## src/rtl/fifo_pkg.sv

```systemverilog
// Shared types and constants for the fifo read-side stream adapter.
`timescale 1ns/1ps
package fifo_pkg;
    localparam int FIFO_WIDTH   = 24;
    localparam int RD_BUF_DEPTH = 2;
    localparam int RD_CNT_W     = 16;

    typedef enum logic [1:0] {
        EMPTY = 2'd0,
        ONE   = 2'd1,
        TWO   = 2'd2
    } occ_e;
endpackage

```

## src/rtl/fifo_rd_skid.sv

```systemverilog
// Two-entry output buffer: head drives the stream, tail absorbs a word that
// lands while the head is held by backpressure.
`timescale 1ns/1ps
module fifo_rd_skid
    import fifo_pkg::*;
#(
    parameter int WIDTH = FIFO_WIDTH
) (
    input  logic             clk,
    input  logic             rst,
    input  logic             cap_i,
    input  logic             pop_i,
    input  logic [WIDTH-1:0] din_i,
    output logic [WIDTH-1:0] head_o,
    output logic             valid_o,
    output occ_e             occ_o
);
    occ_e             occ_q, occ_d;
    logic [WIDTH-1:0] head_q, head_d;
    logic [WIDTH-1:0] tail_q, tail_d;

    always_comb begin
        occ_d  = occ_q;
        head_d = head_q;
        tail_d = tail_q;
        case (occ_q)
            EMPTY: begin
                if (cap_i) begin
                    head_d = din_i;
                    occ_d  = ONE;
                end
            end
            ONE: begin
                if (cap_i && pop_i) begin
                    head_d = din_i;
                end else if (cap_i) begin
                    tail_d = din_i;
                    occ_d  = TWO;
                end else if (pop_i) begin
                    occ_d = EMPTY;
                end
            end
            TWO: begin
                // Capture without pop cannot happen here: the credit rule forbids it.
                if (pop_i) begin
                    head_d = tail_q;
                    if (cap_i) tail_d = din_i;
                    else       occ_d  = ONE;
                end
            end
            default: occ_d = EMPTY;
        endcase
    end

    always_ff @(posedge clk or posedge rst) begin
        if (rst) begin
            occ_q  <= EMPTY;
            head_q <= '0;
        end else begin
            occ_q  <= occ_d;
            head_q <= head_d;
        end
    end

    always_ff @(posedge clk) begin
        tail_q <= tail_d;
    end

    assign head_o  = head_q;
    assign valid_o = (occ_q != EMPTY);
    assign occ_o   = occ_q;
endmodule

```

## src/rtl/fifo_rd_stream.sv

```systemverilog
// FIFO read adapter: issues credit-limited reads and presents words on a
// valid/ready stream. Optional delivered-word counter under FIFO_RD_CNT_EN.
`timescale 1ns/1ps
module fifo_rd_stream
    import fifo_pkg::*;
#(
    parameter int WIDTH = FIFO_WIDTH
) (
    input  logic             clk,
    input  logic             rst,
    output logic             fifo_rd,
    input  logic [WIDTH-1:0] fifo_dout,
    input  logic             fifo_empty,
    output logic [WIDTH-1:0] m_data,
    output logic             m_valid,
    input  logic             m_ready
`ifdef FIFO_RD_CNT_EN
    ,
    output logic [RD_CNT_W-1:0] rd_count
`endif
);
    logic       inflight_q;
    logic       pop;
    occ_e       occ;
    logic [1:0] committed;

    assign pop = m_valid && m_ready;

    // Words buffered or in flight after this cycle's pop; a new read needs a free slot.
    assign committed = 2'(occ) + {1'b0, inflight_q} - {1'b0, pop};
    assign fifo_rd   = !rst && !fifo_empty && (committed < 2'(RD_BUF_DEPTH));

    always_ff @(posedge clk or posedge rst) begin
        if (rst) inflight_q <= 1'b0;
        else     inflight_q <= fifo_rd;
    end

    fifo_rd_skid #(.WIDTH(WIDTH)) u_skid (
        .clk     (clk),
        .rst     (rst),
        .cap_i   (inflight_q),
        .pop_i   (pop),
        .din_i   (fifo_dout),
        .head_o  (m_data),
        .valid_o (m_valid),
        .occ_o   (occ)
    );

`ifdef FIFO_RD_CNT_EN
    logic [RD_CNT_W-1:0] rd_count_q;

    always_ff @(posedge clk or posedge rst) begin
        if (rst)      rd_count_q <= '0;
        else if (pop) rd_count_q <= rd_count_q + 1'b1;
    end

    assign rd_count = rd_count_q;
`endif

    credit_ok: assert property (@(posedge clk) disable iff (rst)
        (3'(occ) + 3'(inflight_q)) <= 3'(RD_BUF_DEPTH));
endmodule

```

## config.mk

```make
export PLATFORM = sky130hd
export DESIGN_NAME = fifo_rd_stream
export DESIGN_NICKNAME = d
export VERILOG_FILES = /design/src/rtl/fifo_pkg.sv /design/src/rtl/fifo_rd_skid.sv /design/src/rtl/fifo_rd_stream.sv
export SDC_FILE = /design/constraint.sdc
export NUM_CORES = 1
export LEC_CHECK = 0
export CORE_UTILIZATION = 50
export CTS_BUF_LIST = sky130_fd_sc_hd__clkbuf_4 sky130_fd_sc_hd__clkbuf_8
export DETAILED_ROUTE_END_ITERATION = 8
export GPL_TIMING_DRIVEN = 0
export PLACE_DENSITY = 0.8
export SLEW_MARGIN = 20
export SYNTH_ARGS = -nofsm -noshare
export SYNTH_HDL_FRONTEND = slang
export SYNTH_SLANG_ARGS = --single-unit
```

## constraint.sdc

```tcl
create_clock -name clk -period 4.15 [get_ports clk]
set_clock_uncertainty 0.15 [all_clocks]
set_input_delay 1.245 -clock clk [delete_from_list [all_inputs] [get_ports clk]]
set_output_delay 1.245 -clock clk [all_outputs]
set_load 0.01 [all_outputs]
```

* Word level (Yosys, flattened, before mapping)
Cells that the tools add are included.
Widths: inputs -> output; s select.
** Storage, ports and cells
- Register bits :: 51
- Output and inout port bits :: 26
- Logic and storage cells :: 43
** Operators by class
- $add $sub $neg :: 2
- $lt $le $gt $ge :: 1
- Eq/ne operators :: 8
- Mux-type cells :: 15
- Reductions and logical operators :: 13
** Operators with widths (count)
- $mux 24 :: 6
- $pmux 24 s3 :: 1
- $pmux 24 s2 :: 1
- $mux 2 :: 6
- $ne 2x2->1 const B :: 4
- $pmux 2 s3 :: 1
- $reduce_and 5->1 :: 1
- $logic_and 1x1->1 :: 4
- $reduce_and 4->1 :: 1
- $reduce_bool 2->1 :: 2
- $ne 3x3->1 const B :: 1
- $reduce_and 3->1 :: 1
- $reduce_bool 3->1 :: 1
- $add 2x1->2 :: 1
- $eq 2x1->1 const B :: 1
- $eq 2x2->1 const B :: 1
- $logic_not 1->1 :: 2
- $logic_not 2->1 :: 1
- $lt 2x2->1 const B :: 1
- $ne 2x1->1 const B :: 1
- $sub 2x1->2 :: 1

* Logic depth before layout (Yosys ltp)
Gate-level depths: netlist (run 1).
- Depth in word-level cells :: 6
- Depth in mapped cells :: 6

* Cells and area by module
Synthesis (run 1) repeated with hierarchy kept, for this count alone.
** Unflattened totals
- Cells, all modules :: 128
- Area, all modules :: 2224.6 µm²
** By module, submodules not included
- fifo_rd_skid :: instances 1, cells each 119, area each 2139.6 µm², sequential area each 1371.3 µm²
- fifo_rd_stream :: instances 1, cells each 9, area each 85.1 µm², sequential area each 25.0 µm²

* Worst setup path after synthesis (run 1)
OpenSTA, ideal clock, no wires.
- Path kind :: input to output
- Start :: input m_ready
- End :: output fifo_rd
- Arrival time :: 1.767 ns
- Required time :: 2.755 ns
- Slack :: 0.988 ns
- Cell stages on the path :: 3
- Path buffers :: 0
- Path through :: or2b_1 nor2_1 o31a_1
** Between the ends
- Longest elaborated chain between the ends :: 4
** Ends and longest elaborated chain
- start, declared :: RTL line fifo_rd_stream.sv:16 : input logic m_ready
- $logic_and 1x1->1 :: RTL line fifo_rd_stream.sv:27 : assign pop = m_valid && m_ready;
- $sub 2x1->2 :: RTL line fifo_rd_stream.sv:30 : assign committed = 2'(occ) + {1'b0, inflight_q} - {1'b0, pop};
- $lt 2x2->1 :: RTL line fifo_rd_stream.sv:31 : assign fifo_rd = !rst && !fifo_empty && (committed < 2'(RD_BUF_DEPTH));
- $logic_and 1x1->1 :: RTL line fifo_rd_stream.sv:31
- end, declared :: RTL line fifo_rd_stream.sv:11 : output logic fifo_rd,
No other way between the ends.

* Worst setup path in the final report (run 1)
Ends and elaborated chain as after synthesis.

==> flow_summary.json, run 1 <==
{
  "synthMuxAreaShare": 0.279,
  "hold_viol": 0,
  "synth_enable_flop_cells": 24,
  "grt_pass1_wl_mm": 6.80,
  "drv_cap": 0,
  "synth-main-ff-cell": "dfrtp_1",
  "fp.dieW_microns": 69.8,
  "crit_type": "primary input to output pin",
  "gp_congestion": 0.799,
  "ios": 54,
  "start_kind": "primary input",
  "cp_cell_sequence": "dlygate4sd2_1, or2b_1, nor2_1, o31a_1, clkdlybuf4s50_1",
  "yosys.area_share.simple": 0.0338,
  "initial_core_util": 0.524,
  "dieHeight_microns": 69.8,
  "rsz0062_at_grt": "no",
  "status": "finished clean",
  "portBuffers": 53,
  "slew_violations": 0,
  "core-area_sq_um": 4380,
  "max_freq_mhz": 246,
  "placed_area_sq_um": 2890,
  "cts-root-buf": "clkbuf_8",
  "cp-end-kind": "output pin",
  "hpwlAfterDp_mm": 2.69,
  "final_area_sq_um": 2990,
  "via_count": 1272,
  "yosys_warnings": 0,
  "cts_tree": "built",
  "cpPeakStageDelay_ps": 540,
  "cp.arrival_ps": 2670,
  "power.density_nw_per_um2": 505,
  "yosysTopAreaCellShare": 0.314,
  "grt_use_total": 0.177,
  "layout_commonest_cell": "clkdlybuf4s50_1",
  "final_cells": 244,
  "cts.sinks": 51,
  "clk_pin_slew_ps": 90,
  "wl_per_cell_microns": 16.2,
  "grt_overflow": 0,
  "n_antenna_cell": 0,
  "antenna_found_initial": 0,
  "hold_buffers": 0,
  "power.leakage_uw": 0.00116,
  "clk_latency_ps": 290,
  "cts_resized": 1,
  "syn-num-nets": 159,
  "min_path_type": "flip-flop to flip-flop",
  "finish.utilization": 0.682,
  "setup_tns_ps": 0,
  "ys_top_cells_by_area": "edfxtp_1 31%, dfrtp_1 29%, mux2_4 13%, mux2_1 9.8%, mux2_2 4.4%",
  "required_ps": 2750,
  "cts_setup_buffers": 0,
  "setup_viol": 0,
  "ys_types": 24,
  "dp_cells": 236,
  "yosysSeqAreaShare": 0.608,
  "clock_path_buffers": 2,
  "nets": 219,
  "synth_xor_area_frac": 0,
  "vdd_drop_max_mv": 0.341,
  "synth_compound_area_frac": 0.0289,
  "synth_top_area_cell": "edfxtp_1",
  "remaining_drc_errors": 0,
  "first_iter_violations": 37,
  "slew_headroom": 0.586,
  "avgSynthCellArea_sq_um": 17.5,
  "worst_path_max_delay_cell": "clkdlybuf4s50_1",
  "grt_pass1_vias": 1320,
  "rows": 24,
  "die-area_sq_um": 4870,
  "htree_num_levels": 2,
  "min_period_over_period": 0.979,
  "grt_max_degree": 28,
  "drive_gt1_frac": 0.271,
  "crit_fanout": 6,
  "numCtsBuffers": 5,
  "vias_per_cell": 5.21,
  "syn_to_final_growth_pct": 30.2,
  "final_period_minus_worst_setup_slack_ps": 4060,
  "synth.cell_area_sq_um": 2300,
  "totalWireLength_mm": 3.94,
  "ant_nets": 0,
  "tightest_slew_ps": 620,
  "syn-instance-count": 131,
  "first_pass_iters": 6,
  "final_cell_mix": "52 x clkdlybuf4s50_1, 27 x dfrtp_1, 24 x edfxtp_1",
  "synth_top_family_by_area": "multiplexers",
  "ys_ff_latch": 51,
  "synth-async-reset-ratio": 0.529,
  "synthAdderAreaFrac": 0
}
## cell families after synthesis
| family | after synthesis |
|---|---|
| AOI/OAI and AO/OA | 8 |
| buffers and inverters | 10 |
| DFF | 51 |
| muxes | 50 |
| and+or+nand+nor | 12 |
## sequential cells by signal, indices dropped and copies added, names as in the netlist
| signal | cells |
|---|---|
| u_skid.head_o | 24 |
| u_skid.tail_q | 24 |
| u_skid.occ_o | 2 |
| inflight_q | 1 |
## metal layers
layer  wire, microns  share of wire  up-vias  GRT usage
met5               0              0        -          0
met4              19         0.0048        0     0.0467
met3             215          0.055        2     0.0523
met2            1850           0.47       41      0.261
met1            1860           0.47      624      0.259
li1                -              -      605          -
## layout make-up
class                   instances  area (sq um)
clock inverters                 1          8.76
well taps                      52          65.1
clock buffers                   7          90.1
plain buffers                   8           109
flip-flops and latches         51          1400
repair buffers                 53           529
multi-input cells              70           786
inverters                       2          7.51
fillers                       295          1390
## worst max-delay path: cells and delay by family
family	cells	cell delay, ps
AO/OA/AOI/OAI	1	170
buffers and inverters	2	850
AND/OR/NAND/NOR	2	400
## path summary, 6_finish.rpt
| check | start | to | slack [ps] | cells after the start |
|---|---|---|---|---|
| setup / recovery | m_ready | fifo_rd | 90 | 5 |
| hold / removal | u_skid.head_o[3] | u_skid.head_o[3] | 370 | 1 |
| setup reg to reg | u_skid.occ_o[1] | u_skid.tail_q[6] | 2340 | 3 |
| hold reg to reg | u_skid.head_o[3] | u_skid.head_o[3] | 370 | 1 |
| max in group asynchronous | rst | u_skid.occ_o[1] | 2250 | 2 |
| min in group asynchronous | rst | u_skid.head_o[8] | 1210 | 2 |
## through the flow
step / total power [uW] / setup WS (ps) / hold WS (ps)
6_report: 1510 / 86.6 / 366
4_1_cts: 1530 / 89.8 / 367
5_1_grt: 1590 / 22.7 / 390
3_3_place_gp: 1210 / -84.8 / 343
3_5_place_dp: 1230 / -138 / 347
2_1_floorplan: 970 / 988 / 401
## synth_stat cells, types with 2 or more instances
| library cell | number |
|---|---|
| dfrtp_1 | 27 |
| edfxtp_1 | 24 |
| mux2_1 | 20 |
| mux2_4 | 20 |
| mux2_2 | 9 |
| buf_6 | 3 |
| nand2_1 | 3 |
| nor2_1 | 3 |
| a21oi_1 | 2 |
| buf_12 | 2 |
| buf_8 | 2 |
| inv_1 | 2 |
| o21a_1 | 2 |
| o22ai_1 | 2 |
## power by group
group	total, uW	internal (uW)	switching, uW
clock network	297	143	154
logic	527	347	180
registers	687	633	55.0
(Power assumes the default switching activity.)
==> run 2, diff against run 1 <==
DONT_BUFFER_PORTS = 1   (was not set)
PLACE_DENSITY = not set   (was 0.8)
==> flow_summary.json, run 2 (synthesis results as in run 1) <==
{
  "syn_to_final_growth_pct": 7.52,
  "core-area_sq_um": 4380,
  "numCtsBuffers": 5,
  "hpwlAfterDp_mm": 2.46,
  "slew_headroom": 0.576,
  "required_ps": 2750,
  "tightest_slew_ps": 636,
  "remaining_drc_errors": 0,
  "slew_violations": 0,
  "drv_cap": 0,
  "ios": 54,
  "max_freq_mhz": 312,
  "cts.sinks": 51,
  "clock_path_buffers": 2,
  "grt_use_total": 0.163,
  "layout.area.seq_sq_um": 1400,
  "gp_congestion": 0.731,
  "dieHeight_microns": 69.8,
  "rsz0062_at_grt": "no",
  "first_iter_violations": 40,
  "cts_setup_buffers": 0,
  "grt_max_degree": 28,
  "hold_slack_ps": 437,
  "worst_path_max_delay_cell": "or2b_1",
  "cp.buffers_inverters": 0,
  "hold_viol": 0,
  "drive_gt1_frac": 0.370,
  "setup_tns_ps": 0,
  "vias_per_cell": 5.65,
  "final_cell_mix": "27 x dfrtp_1, 24 x edfxtp_1, 20 x mux2_1, 20 x mux2_4, 9 x mux2_2",
  "cpPeakStageDelay_ps": 240,
  "cp.arrival_ps": 1820,
  "antenna_found_initial": 0,
  "cts_tree": "built",
  "first_pass_iters": 4,
  "crit_type": "primary input to output pin",
  "via_count": 1073,
  "initial_core_util": 0.524,
  "rows": 24,
  "crit_fanout": 6,
  "min_period_over_period": 0.774,
  "wl_per_cell_microns": 19.1,
  "final_period_minus_worst_setup_slack_ps": 3210,
  "nets": 166,
  "fillers": 343,
  "vdd_drop_max_mv": 0.208,
  "die-area_sq_um": 4870,
  "setup_viol": 0,
  "critical-path-top-delay-family": "simple AND/OR/NAND/NOR gates",
  "min_path_type": "flip-flop to flip-flop",
  "hold_buffers": 0,
  "cp-end-kind": "output pin",
  "grt_pass1_vias": 1209,
  "n_antenna_cell": 0,
  "grt_overflow": 0,
  "totalWireLength_mm": 3.62,
  "clk_latency_ps": 290,
  "layout_commonest_cell": "dfrtp_1",
  "ant_nets": 0,
  "clk_pin_slew_ps": 80,
  "multi_input_area_sq_um": 786,
  "portBuffers": 0,
  "cp_cell_sequence": "or2b_1, nor2_1, o31a_1",
  "power.density_nw_per_um2": 542,
  "cts_resized": 0,
  "cts-root-buf": "clkbuf_8",
  "status": "finished clean",
  "start_kind": "primary input",
  "htree_num_levels": 2,
  "grt_pass1_wl_mm": 6.07,
  "power.leakage_uw": 0.000959,
  "fp.dieW_microns": 69.8
}
[run 2: cell count changes in the layout (fill, tap and decap cells not counted)]
cell and delta:
clkinv_4 -1, bufinv_16 +1, clkbuf_8 -1, clkdlybuf4s50_1 -52, dlygate4sd2_1 -1
[run 2: worst paths after layout]
path,start,end,slack (ps),cells past startpoint
min,u_skid.head_o[5],u_skid.head_o[5],440,1
max in group asynchronous,rst,u_skid.head_o[8],2720,1
min reg2reg,u_skid.head_o[5],u_skid.head_o[5],440,1
min in group asynchronous,rst,inflight_q,740,1
max reg2reg,u_skid.occ_o[1],u_skid.tail_q[22],2320,3
max,m_ready,fifo_rd,940,3
[run 2: where the power goes]
| group | internal [uW] | switching (uW) | leakage (uW) |
|---|---|---|---|
| clock | 183 | 147 | 0.0000547 |
| sequential | 633 | 114 | 0.000536 |
| combinational | 172 | 88.2 | 0.000368 |
[run 2: worst reg2reg max path, cell delays in order, from the launching register on]
cell	delay (ps)
dfrtp_1	400
buf_6	150
nor3b_1	190
o21a_2	580
[run 2: through the flow]
stage               worst slack, ps  std cells   util  instance area [sq um]  total power [uW]
floorplan                       988        131      -                   2300               970
global placement                952        183  0.539                   2360              1010
detailed placement              939        183  0.539                   2360              1020
CTS                             939        190  0.563                   2470              1350
global route                    899        190  0.563                   2470              1400
finish                          940        190  0.563                   2470              1340
[run 2: routing by layer]
metal	track usage	routed length, microns	part of all wire	vias up
met3	0.0494	231	0.064	4
met2	0.260	1740	0.48	35
met5	0	0	0	-
li1	-	-	-	487
met1	0.209	1610	0.44	547
met4	0.0667	43	0.012	0
[run 2: cell type report]
type / instances / share of cell area
Sequential cell: 51 / 0.565
Clock inverter: 1 / 0.0122
Inverter: 2 / 0.00304
Tap cell: 52 / 0.0263
Multi-Input combinational cell: 70 / 0.318
Clock buffer: 6 / 0.0309
Buffer: 8 / 0.0441
==> run 3, diff against run 2 <==
clock period = 3.2 ns   (was 4.15 ns; I/O delays follow)
==> results of run 3 <==
The final DEF is identical to that of run 2. Status: finished clean.
Among the figures that moved: setup slack after placement 939 ps -> 541 ps; setup slack after layout 940 ps -> 560 ps; register-to-register setup slack 2320 ps -> 1370 ps; total power 1340 uW -> 1730 uW; worst IR drop on VDD 0.208 mV -> 0.270 mV
